File: src/rtl/cond_exec_stage_pkg.sv
// Shared definitions for the conditional-execute stage: ALU operation codes,
// condition-code encodings and the execute-register layout.
package cond_exec_stage_pkg;

  // ALU operation codes produced by the decoder
  localparam logic [3:0] ALU_ADD = 4'b0001;
  localparam logic [3:0] ALU_SUB = 4'b0011;
  localparam logic [3:0] ALU_AND = 4'b0101;
  localparam logic [3:0] ALU_ORR = 4'b0111;
  localparam logic [3:0] ALU_EOR = 4'b1011;
  localparam logic [3:0] ALU_MVN = 4'b1101;

  // Instruction condition field encodings
  typedef enum logic [3:0] {
    COND_EQ = 4'b0000,
    COND_NE = 4'b0001,
    COND_CS = 4'b0010,
    COND_CC = 4'b0011,
    COND_MI = 4'b0100,
    COND_PL = 4'b0101,
    COND_VS = 4'b0110,
    COND_VC = 4'b0111,
    COND_HI = 4'b1000,
    COND_LS = 4'b1001,
    COND_GE = 4'b1010,
    COND_LT = 4'b1011,
    COND_GT = 4'b1100,
    COND_LE = 4'b1101,
    COND_AL = 4'b1110,
    COND_NV = 4'b1111
  } cond_code_e;

  // Architectural flags, MSB first: {N,Z,C,V}
  typedef struct packed {
    logic n;
    logic z;
    logic c;
    logic v;
  } nzcv_t;

  // Everything the execute register captures from decode
  typedef struct packed {
    logic       valid;
    logic [3:0] cond;
    logic       s;
    logic       pcsrc;
    logic       memtoreg;
    logic       memwrite;
    logic       alusrc;
    logic       regwrite;
    logic [3:0] alucontrol;
  } ex_reg_t;

  // Only arithmetic operations produce meaningful carry and overflow
  function automatic logic alu_sets_cv(input logic [3:0] op);
    return (op == ALU_ADD) || (op == ALU_SUB);
  endfunction

endpackage

File: src/rtl/cond_exec_stage_cond_check.sv
// Purely combinational condition evaluator: decides whether an instruction
// with condition field cond_i executes given the current {N,Z,C,V} flags.
module cond_check
  import cond_exec_stage_pkg::*;
(
  input  logic [3:0] cond_i,
  input  logic [3:0] flags_i,
  output logic       pass_o
);

  nzcv_t      f;
  cond_code_e cc;

  assign f  = nzcv_t'(flags_i);
  assign cc = cond_code_e'(cond_i);

  // Map each condition code to its flag predicate
  always_comb begin
    pass_o = 1'b0;
    case (cc)
      COND_EQ: pass_o = f.z;
      COND_NE: pass_o = ~f.z;
      COND_CS: pass_o = f.c;
      COND_CC: pass_o = ~f.c;
      COND_MI: pass_o = f.n;
      COND_PL: pass_o = ~f.n;
      COND_VS: pass_o = f.v;
      COND_VC: pass_o = ~f.v;
      COND_HI: pass_o = f.c & ~f.z;
      COND_LS: pass_o = ~f.c | f.z;
      COND_GE: pass_o = (f.n == f.v);
      COND_LT: pass_o = (f.n != f.v);
      COND_GT: pass_o = ~f.z & (f.n == f.v);
      COND_LE: pass_o = f.z | (f.n != f.v);
      COND_AL: pass_o = 1'b1;
      COND_NV: pass_o = 1'b0;
      default: pass_o = 1'b0;
    endcase
  end

endmodule

File: src/rtl/cond_exec_stage.sv
// Execute-stage condition logic: registers decode controls, evaluates the
// instruction condition against the architectural flags, gates the
// side-effecting controls and updates the flags register.
module cond_exec_stage
  import cond_exec_stage_pkg::*;
(
  input  logic       clk,
  input  logic       reset_n,
  input  logic       valid_d,
  input  logic       stall,
  input  logic       flush,
  input  logic [3:0] cond_d,
  input  logic       s_d,
  input  logic       pcsrc_d,
  input  logic       memtoreg_d,
  input  logic       we_d,
  input  logic       alusrc_d,
  input  logic       regwrite_d,
  input  logic [3:0] alucontrol_d,
  input  logic [3:0] aluflags,
  output logic       pcsrc_e,
  output logic       regwrite_e,
  output logic       memwrite_e,
  output logic       memtoreg_e,
  output logic       alusrc_e,
  output logic [3:0] alucontrol_e,
  output logic       condex_e,
  output logic       branch_taken_e,
  output logic [3:0] flags_q
);

  ex_reg_t    ex_q;
  ex_reg_t    ex_d;
  logic [3:0] flags_d;
  logic       cond_pass;
  logic       flag_we;

  cond_check u_cond_check (
    .cond_i  (ex_q.cond),
    .flags_i (flags_q),
    .pass_o  (cond_pass)
  );

  // Gating is combinational from the execute register and the pre-update flags
  assign condex_e       = ex_q.valid & cond_pass;
  assign pcsrc_e        = ex_q.pcsrc & condex_e;
  assign regwrite_e     = ex_q.regwrite & condex_e;
  assign memwrite_e     = ex_q.memwrite & condex_e;
  assign branch_taken_e = pcsrc_e;
  assign memtoreg_e     = ex_q.memtoreg;
  assign alusrc_e       = ex_q.alusrc;
  assign alucontrol_e   = ex_q.alucontrol;

  // A stalled instruction must not commit flags; it will retry next cycle
  assign flag_we = condex_e & ex_q.s & ~stall;

  // Next execute-register contents: flush bubbles, stall holds, else capture
  always_comb begin
    ex_d = ex_q;
    if (flush) begin
      ex_d = '0;
    end else if (!stall) begin
      ex_d.valid      = valid_d;
      ex_d.cond       = cond_d;
      ex_d.s          = s_d;
      ex_d.pcsrc      = pcsrc_d;
      ex_d.memtoreg   = memtoreg_d;
      ex_d.memwrite   = we_d;
      ex_d.alusrc     = alusrc_d;
      ex_d.regwrite   = regwrite_d;
      ex_d.alucontrol = alucontrol_d;
    end
  end

  // Next flags: N,Z always follow the ALU; C,V only for arithmetic ops
  always_comb begin
    flags_d = flags_q;
    if (flag_we) begin
      flags_d[3:2] = aluflags[3:2];
      if (alu_sets_cv(ex_q.alucontrol)) begin
        flags_d[1:0] = aluflags[1:0];
      end
    end
  end

  // Execute register and flags register, asynchronously cleared
  always_ff @(posedge clk or negedge reset_n) begin
    if (!reset_n) begin
      ex_q    <= '0;
      flags_q <= 4'b0000;
    end else begin
      ex_q    <= ex_d;
      flags_q <= flags_d;
    end
  end

endmodule
File: config.mk
export PLATFORM = sky130hd
export DESIGN_NAME = cond_exec_stage
export DESIGN_NICKNAME = d
export VERILOG_FILES = /design/src/rtl/cond_exec_stage_pkg.sv /design/src/rtl/cond_exec_stage_cond_check.sv /design/src/rtl/cond_exec_stage.sv
export SDC_FILE = /design/constraint.sdc
export NUM_CORES = 1
export LEC_CHECK = 0
export ABC_AREA = 1
export CAP_MARGIN = 20
export CORE_AREA = 2 2 55 57
export CTS_CLUSTER_DIAMETER = 80
export DETAILED_ROUTE_END_ITERATION = 16
export DIE_AREA = 0 0 57 59
export PLACE_DENSITY = 0.7
export REMOVE_ABC_BUFFERS = 1
export SYNTH_ARGS = -nofsm -noshare
export SYNTH_HDL_FRONTEND = slang
export SYNTH_SLANG_ARGS = --single-unit
File: constraint.sdc
create_clock -name clk -period 2.2 [get_ports clk]
set_input_delay 0.33 -clock clk [delete_from_list [all_inputs] [get_ports clk]]
set_output_delay 0.33 -clock clk [all_outputs]
set_load 0.01 [all_outputs]
# Word-level counts from Yosys, hierarchy flattened

Cells that the tools add are included.

Equality and inequality tests: 20
Muxes and demuxes: 3
Bitwise operators: 15
Reductions and logical operators: 3

Operators by type and width:

| operator                                                                | count |
|---|---|
| 4-bit == test, second input constant                                    | 8 |
| 15-bit two-way mux                                                      | 2 |
| 4-bit by 3-bit == test with 1-bit output, second input constant         | 4 |
| 1-bit one-hot mux with 16 select lines                                  | 1 |
| 4-bit by 2-bit == test with 1-bit output, second input constant         | 3 |
| 1-bit AND                                                               | 8 |
| 4-bit by 1-bit == test with 1-bit output, second input constant         | 2 |
| 1-bit NOT                                                               | 5 |
| 4-bit logical NOT                                                       | 1 |
| 2-bit by 1-bit inequality test with 1-bit output, second input constant | 1 |
| 1-bit OR                                                                | 2 |
| 2-bit AND reduction                                                     | 1 |
| 1-bit == test                                                           | 1 |
| 1-bit logical OR                                                        | 1 |
| 1-bit inequality test                                                   | 1 |

Flip-flop bits (word level): 19
Output and inout bits: 15
Logic and storage cells: 52

# Logic depth before layout (Yosys ltp)

Gate-level depths: netlist (run 1).

Word-level depth: 7
Mapped depth: 12
Mapped depth without buffers: 12

# Modules after synthesis

Synthesis (run 1) repeated with hierarchy kept, for this count alone.

Cell total of the unflattened synthesis: 144
Area total of the unflattened synthesis: 1097.3 µm²

Modules (own cells, without submodules):

| module          | instances | cells an instance | area an instance (µm²) | sequential area each (µm²) |
|---|---|---|---|---|
| cond_exec_stage | 1         | 99                | 892.1                  | 475.5 |
| cond_check      | 1         | 45                | 205.2                  | 0.0 |

# Worst setup path before layout (run 1)

No wires, ideal clock.

Path kind: register to output
From: register flags_q[2]
To: output port pcsrc_e
Arrival time: 1.623 ns
Required time: 1.870 ns
Path slack: 0.247 ns
Cell stages (with the launch flop): 11
Path through: dfrtp_1 > nor3_1 > nand2_1 > nand2_1 > nand2_1 > nand3_2 > nand2_2 > a21oi_4 > inv_2 > nor2_1 > buf_4

Word-level cells in the longest chain between the ends: 5
Elaborated cells on any way between the ends: 8

RTL lines:

| element                                    | RTL line                                                                                             | text |
|---|---|---|
| start: declaration                         | cond_exec_stage.sv:29                                                                                | `output logic [3:0] flags_q` |
| start signal: assignment                   | cond_exec_stage.sv:93                                                                                | `flags_q <= flags_d;` |
| 1-bit NOT                                  | cond_exec_stage_cond_check.sv:22, cond_exec_stage_cond_check.sv:29, cond_exec_stage_cond_check.sv:33 |  |
| 1-bit AND (on tied branches)               | cond_exec_stage_cond_check.sv:33, cond_exec_stage_cond_check.sv:29                                   |  |
| 1-bit one-hot mux with 16 select lines (*) | cond_exec_stage_cond_check.sv:20                                                                     | `case (cc)` |
| 1-bit AND (*)                              | cond_exec_stage.sv:45                                                                                | `assign condex_e = ex_q.valid & cond_pass;` |
| named net condex_e                         | cond_exec_stage.sv:27                                                                                | `output logic condex_e,` |
| 1-bit AND (*)                              | cond_exec_stage.sv:46                                                                                | `assign pcsrc_e = ex_q.pcsrc & condex_e;` |
| end: declaration                           | cond_exec_stage.sv:21                                                                                | `output logic pcsrc_e,` |

Mark *: on every way through the listed nets, which the timed path passes. The rest lies on a longest branch.

# Worst setup path in the final report (run 1)

From: register ex_q[10] (netlist name)
To: output port memwrite_e

Word-level cells in the longest chain between the ends: 4
Elaborated cells on any way between the ends: 19

RTL lines:

| element                                     | RTL line                         | text |
|---|---|---|
| start: declaration                          | cond_exec_stage.sv:32            | `ex_reg_t ex_q;` |
| start signal: assignment                    | cond_exec_stage.sv:89            | `ex_q <= '0;` |
| start signal: assignment                    | cond_exec_stage.sv:92            | `ex_q <= ex_d;` |
| 4-bit == test, or another cell as far along | cond_exec_stage_cond_check.sv:20 |  |
| 1-bit one-hot mux with 16 select lines (*)  | cond_exec_stage_cond_check.sv:20 |  |
| 1-bit AND (*)                               | cond_exec_stage.sv:45            |  |
| 1-bit AND (*)                               | cond_exec_stage.sv:48            | `assign memwrite_e = ex_q.memwrite & condex_e;` |
| end: declaration                            | cond_exec_stage.sv:23            | `output logic memwrite_e,` |

Every way passes the cells marked *; elsewhere a longest branch is shown, timed or not.

==> run_results.csv, run 1 <==
group,metric,value,unit
route,vias,1082,
sta,min_period,2150,ps
clocking,clkSinkCount,19,
yosys,ys_ff_latch,19,
pwr,p_sw,0.000254,W
final_layout,num-nets-final,208,
global_route,gr-total-overflow,0,
yosys,synth.area.top_cells,"dfrtp_1, nand2_1, nand3_1",
floorplanning,die_w,57,µm
yosys,yosysTopAreaCell,"dfrtp_1",
global_route,antenna_found_initial,0,
sta,rsz0062_at_grt,"yes",
route,drc,0,
worst_setup_path,cp_top_family,"simple AND/OR/NAND/NOR gates",
final_layout,drive_above_1_share,20.7,%
global_route,grt_start_max_net_pins,22,
worst_setup_path,crit_path_end_kind,"primary output",
worst_setup_path,worstSetupPathType,"reg2out",
floorplanning,io_pins,38,
global_route,grtUsageTotal,16.4,%
sta,clock_skew,1.29,ps
final_layout,area_delta_synth_final,46.6,%
yosys,synth_area,0.00104,mm²
place,gp_congestion,0.893,
floorplanning,die_h,59,µm
pwr,power.total,0.000839,W
final_layout,final_util,56.3,%
pwr,internal_power,0.000585,W
sta,setup_tns,0,ps
sta,relSlewSlack,61.2,%
floorplanning,core,0.00271,mm²
place,dpl-instance-area,0.00143,mm²
worst_setup_path,max_stage_delay,480,ps
sta,setup_violations,0,
clocking,cts.path.max_buffers,2,
yosys,async_flop_share,100,%
worst_setup_path,cp_slowest_cell,"dfrtp_2",
route,drt_iter0_markers,21,
yosys,ys_seq_area_share,45.7,%
sta,max_freq,465,MHz
route,drt-wirelength-per-cell,11.9,µm
clocking,cts_tree,"yes",
pwr,p_leak,0.719,nW
clocking,numCtsBuffers,3,
sta,hold_viol_final,0,
pwr,combPwrFrac,31.1,%
clocking,ctsRootBufferMaster,"clkbuf_4",
yosys,syn_inst,141,
clocking,hold_buffers,0,
worst_setup_path,required,1870,ps
clocking,htreeDepth,1,
pwr,seq_power_share,48.6,%
floorplanning,initial_core_util,38.4,%
yosys,synthTopCellsByCount,"nand2_1, nand3_1, dfrtp_1",
yosys,synth_top_area_share,45.7,%
worst_setup_path,crit_path_start_kind,"register",
run_status,status,"finished clean",
pwr,swShare,30.3,%
route,first_pass_iters,4,
yosys,synth.most_common_cell,"nand2_1",
route,wl,2570,µm
job,cap_violations,0,
hold_path,hp-class,"in2async",
floorplanning,num_rows,19,
final_layout,design_area,0.00153,mm²
yosys,ys_warn_count,0,
yosys,synth-edff-count,0,
place,hpwl,1890,µm
yosys,ys.flop_type,"dfrtp_1",
pwr,powerDensity,550,mW/mm²
clocking,path_clk_slew,100,ps
global_route,grt_pass1_vias,1039,
pwr,peakVddDrop,0.000368,V
worst_setup_path,cpMostUsedCell,"nand2_1",
final_layout,diodes,0,
global_route,grt_pass1_wl,4260,µm
floorplanning,dieArea,0.00336,mm²
sta,fin_crit_sh,97.7,%
yosys,syn_area_per_cell,7.38,µm²
worst_setup_path,crit_fanout,5,
yosys,ys_types,18,
route,vias_per_cell,5.03,
sta,worst_slew_pin_slew,581,ps
sta,drv_slew,0,
worst_setup_path,cp_data_arrival_time,1820,ps
route,ant_nets,0,
worst_setup_path,crit_chain,"nand2_2 -> clkinv_1 -> nor2_2 -> nand2_1 -> nand2_1 -> nand2_1 -> nand3_2 -> nand2_2 -> a21oi_4 -> inv_2 -> nor2_1 -> clkbuf_2",
clocking,clkLatencyLatePin,290,ps
worst_setup_path,cp_num_buf_inv,3,
place,portBuffers,37,
pwr,clkPwrFrac,20.3,%
==> metal layers <==
layer	up-vias	track usage [%]	share of wire, %
met3	0	4.15	6.7
met2	47	30.2	53
met1	497	18.7	40
li1	538	-	-
met4	0	4.98	0
met5	-	0	0
==> path summary, 6_finish.rpt <==
kind	slack, ps	cells after the start	endpoint	startpoint
max in group asynchronous	1620	2	ex_q[10]	reset_n
worst min register to register	530	2	memtoreg_e	memtoreg_e
worst max-delay path	50	12	memwrite_e	ex_q[10]
worst min-delay path	360	2	ex_q[4]	reset_n
min in group clk	530	2	memtoreg_e	memtoreg_e
worst max register to register	400	15	flags_q[2]	ex_q[10]
==> registers in the layout, indices dropped and copies added (netlist names) <==
name	cells
ex_q	9
memtoreg_e	1
alusrc_e	1
flags_q	4
alucontrol_e	4
==> cell type report <==
class	count	area (µm²)
Clock buffer	4	26.3
Fill cell	265	1180
Inverter	16	62.6
Multi-Input combinational cell	96	480
Sequential cell	19	479
Tap cell	31	38.8
Timing Repair Buffer	49	439
==> cell usage in the layout, fill, tap and decap left out, drive strengths merged <==
cell           count
nor3               2
nand2             39
nand4              4
clkbuf             5
inv               15
o211ai             1
clkinv             1
o21a               1
buf               16
a21oi              2
nor2              11
o21ai             13
dfrtp             19
nand3             23
clkdlybuf4s50     32
==> per-stage QoR <==
step	setup slack [ps]	hold slack, ps	std cells
6_report	50.6	362	215
5_1_grt	-81.5	376	215
4_1_cts	-1.86	353	211
3_5_place_dp	-115	508	204
3_3_place_gp	24.3	500	204
2_1_floorplan	324	34.4	131
==> power groups by stage <==
stage	clock network [W]	registers, W	logic, W
2_1_floorplan	0	0.000414	0.000103
3_3_place_gp	0	0.000409	0.000227
3_5_place_dp	0	0.000410	0.000231
4_1_cts	0.000182	0.000405	0.000247
5_1_grt	0.000199	0.000412	0.000291
6_report	0.000170	0.000408	0.000261
==> what timing repair did <==
item / in CTS / in global routing
buffers inserted: 3 / 4
pin swaps: 0 / 3
resized for setup: 22 / 14
setup endpoints to repair: 5 / 5
==> logic make-up after synthesis <==
group / synth area share [%]
compound gates: 9.74
flops: 45.7
simple gates: 33.4
buf+inv: 11.2
Note: power is estimated with default switching activity, not from simulation.
==> run 2, diff against run 1 <==
--- a/config.mk
+++ b/config.mk
@@ -7,12 +7,14 @@
 export LEC_CHECK = 0
 export ABC_AREA = 1
 export CAP_MARGIN = 20
-export CORE_AREA = 2 2 55 57
+export CORE_AREA = 2 2 56 58
 export CTS_CLUSTER_DIAMETER = 80
 export DETAILED_ROUTE_END_ITERATION = 16
-export DIE_AREA = 0 0 57 59
+export DIE_AREA = 0 0 58 60
 export PLACE_DENSITY = 0.7
 export REMOVE_ABC_BUFFERS = 1
+export SETUP_SLACK_MARGIN = 0.1
 export SYNTH_ARGS = -nofsm -noshare
 export SYNTH_HDL_FRONTEND = slang
+export SYNTH_HIERARCHICAL = 1
 export SYNTH_SLANG_ARGS = --single-unit
==> run 2 against run 1 <==
Global-route usage is 0.52 points higher. Count of clock-buffer cells in the layout stayed put. Clock power is 6% higher. Die area is 3.5% higher. Critical path depth stayed put. Combinational power is 33% lower. Wire length is 11% higher. Final cell count is 1.9% higher. Total power is 12% lower. Fmax is 3.3% higher. Setup slack better by 70 ps. First-iteration DRC count is 43% higher. Largest power group unchanged.
==> run_results.csv, run 2 <==
group,metric,value,unit
sta,max_freq,481,MHz
clocking,clkSinkCount,19,
global_route,antenna_found_initial,0,
global_route,grt_start_max_net_pins,20,
worst_setup_path,worstSetupPathType,"reg2out",
place,hpwl,2020,µm
final_layout,drive_above_1_share,22.0,%
global_route,gr-total-overflow,0,
global_route,grt_pass1_vias,1074,
sta,setup_tns,0,ps
floorplanning,die_w,58,µm
pwr,internal_power,0.000527,W
clocking,cts.path.max_buffers,2,
sta,worst_slew_pin_slew,327,ps
yosys,synth_top_area_share,43.3,%
worst_setup_path,cp_data_arrival_time,1750,ps
clocking,ctsRootBufferMaster,"clkbuf_4",
worst_setup_path,crit_path_end_kind,"primary output",
sta,clock_skew,7.36,ps
worst_setup_path,required,1870,ps
yosys,ys_warn_count,6,
yosys,syn_inst,144,
yosys,synthXorXnorAreaFrac,0,%
route,vias_per_cell,5.08,
route,drt_iter0_markers,30,
sta,setup_violations,0,
pwr,peakVddDrop,0.000338,V
floorplanning,dieArea,0.00348,mm²
place,gp_congestion,0.892,
yosys,synthTopCellsByCount,"nand2_1, nand3_1, dfrtp_1",
yosys,synth_area,0.00110,mm²
yosys,synth_compound_area_share,8.55,%
final_layout,diodes,0,
sta,drv_slew,0,
worst_setup_path,cp_slowest_cell,"dfrtp_2",
clocking,htreeDepth,1,
worst_setup_path,max_stage_delay,490,ps
yosys,synth-edff-count,0,
route,first_pass_iters,5,
yosys,ys.flop_type,"dfrtp_1",
yosys,syn_area_per_cell,7.62,µm²
yosys,async_flop_share,100,%
final_layout,final.fill_count,289,
worst_setup_path,cpMostUsedCell,"nand2_1",
floorplanning,core,0.00290,mm²
global_route,grtUsageTotal,16.9,%
pwr,combPwrFrac,23.5,%
route,ant_nets,0,
worst_setup_path,reg2regPathDepth,15,
final_layout,largest_register,"ex_q",
yosys,yosysTopAreaCell,"dfrtp_1",
yosys,ys_seq_area_share,43.3,%
final_layout,area_delta_synth_final,40.7,%
yosys,synthAdderAreaFrac,0,%
pwr,seq_power_share,52.1,%
yosys,ys_ff_latch,19,
job,cap_violations,0,
clocking,clkLatencyLatePin,300,ps
clocking,numCtsBuffers,3,
pwr,p_sw,0.000211,W
pwr,swShare,28.6,%
route,vias,1113,
floorplanning,io_pins,38,
pwr,power.total,0.000738,W
yosys,synthMuxAreaShare,0,%
sta,min_period,2080,ps
pwr,powerDensity,478,mW/mm²
worst_setup_path,critPathLaunch,"ex_q[11]",
floorplanning,die_h,60,µm
worst_setup_path,crit_path_start_kind,"register",
worst_setup_path,crit_fanout,6,
final_layout,largest_register_ffs,9,
yosys,yosys.area_share.simple,35.2,%
route,drc,0,
sta,hold_viol_final,0,
global_route,grt_pass1_wl,4430,µm
final_layout,design_area,0.00154,mm²
final_layout,layout_common_cells,"nand2_1, clkdlybuf4s50_1, nand3_1",
final_layout,num-nets-final,210,
floorplanning,initial_core_util,37.8,%
sta,relSlewSlack,78.2,%
yosys,synth.most_common_cell,"nand2_1",
yosys,synth.area.top_cells,"dfrtp_1, nand2_1, nand3_1",
yosys,ys_types,19,
run_status,status,"finished clean",
place,portBuffers,37,
sta,fin_ws,120,ps
worst_setup_path,crit_chain,"nor2_4 -> nand3_2 -> nand2_1 -> inv_1 -> nand2_1 -> nand2_1 -> nand3_1 -> nand2_1 -> nand3_2 -> nand2_4 -> nor2_1 -> buf_2",
worst_setup_path,r2r-start,"ex_q[11]",
pwr,p_leak,0.766,nW
place,dpl-instance-area,0.00146,mm²
route,wl,2850,µm
clocking,cts_tree,"yes",
hold_path,hp-class,"in2async",
yosys,synth_top_family_by_area,"simple AND/OR/NAND/NOR gates",
sta,rsz0062_at_grt,"yes",
place,dpl_worst_slack,-3.83,ps
route,drt-wirelength-per-cell,13.0,µm
sta,fin_crit_sh,94.5,%
floorplanning,num_rows,20,
final_layout,final_util,53.2,%
final_layout,final_common_cell,"nand2_1",
clocking,path_clk_slew,110,ps
pwr,clkPwrFrac,24.4,%
## run 2: changes by cell type after synthesis, sizes merged, moves of 2 or more
cell / change
nand2: +11
a21oi: +6
o21ai: -6
clkbuf: -5
buf: +4
nand4: -4
nor3: -2
## run 2: cell families after synthesis
logic type | count (synthesis)
AO/OA/AOI/OAI | 17
flip-flops | 19
buffers and inverters | 25
AND/OR/NAND/NOR | 83
## run 2: path summary, 6_finish.rpt
check,end,slack [ps]
min in group clk,memtoreg_e,530
min,alucontrol_e[1],340
max reg2reg,flags_q[1],420
max in group asynchronous,ex_q[10],1630
min reg2reg,memtoreg_e,530
max,regwrite_e,120
## run 2: timing repair
item | 4_1_cts | 5_1_grt
pin swaps | 2 | 2
resized for setup | 29 | 4
endpoints found under the setup margin | 5 | 5
hold buffers | 0 | 0
setup buffers | 5 | 1
## run 2: power groups by stage
stage,registers [W],logic (W),clock network (W)
after floorplan,0.000391,0.0000627,0
after global placement,0.000388,0.000154,0
after detailed placement,0.000389,0.000159,0
after CTS,0.000384,0.000168,0.000187
after global routing,0.000386,0.000188,0.000204
final,0.000384,0.000174,0.000180
## run 2: worst max-delay path, delay by kind of cell, from the launching register on
family	cells	cell delay, ps
buffers and inverters	2	160
DFF	1	490
and+or+nand+nor	10	800
## run 2: stage by stage
| stage | hold slack [ps] | cells |
|---|---|---|
| 5_1_grt | 345 | 219 |
| 2_1_floorplan | 34.4 | 135 |
| 4_1_cts | 338 | 218 |
| 6_report | 342 | 219 |
| 3_5_place_dp | 502 | 209 |
| 3_3_place_gp | 496 | 209 |
## run 2: area by class of cell
type	instances	area, µm²	area share [%]
multi-input cells	100	510	33.1
inverters	16	62.6	4.05
well taps	33	41.3	2.67
repair buffers	47	424	27.5
clock buffers	4	26.3	1.70
flip-flops and latches	19	479	31.0
## run 2: routing by layer
metal / global-route usage [%] / routed length, µm / vias up / share of wire [%]
met3: 2.60 / 180 / 13 / 6.3
met5: 0 / 0 / - / 0
met4: 8.64 / 71 / 0 / 2.5
met1: 19.4 / 1150 / 506 / 40
li1: - / - / 539 / -
met2: 30.4 / 1460 / 55 / 51
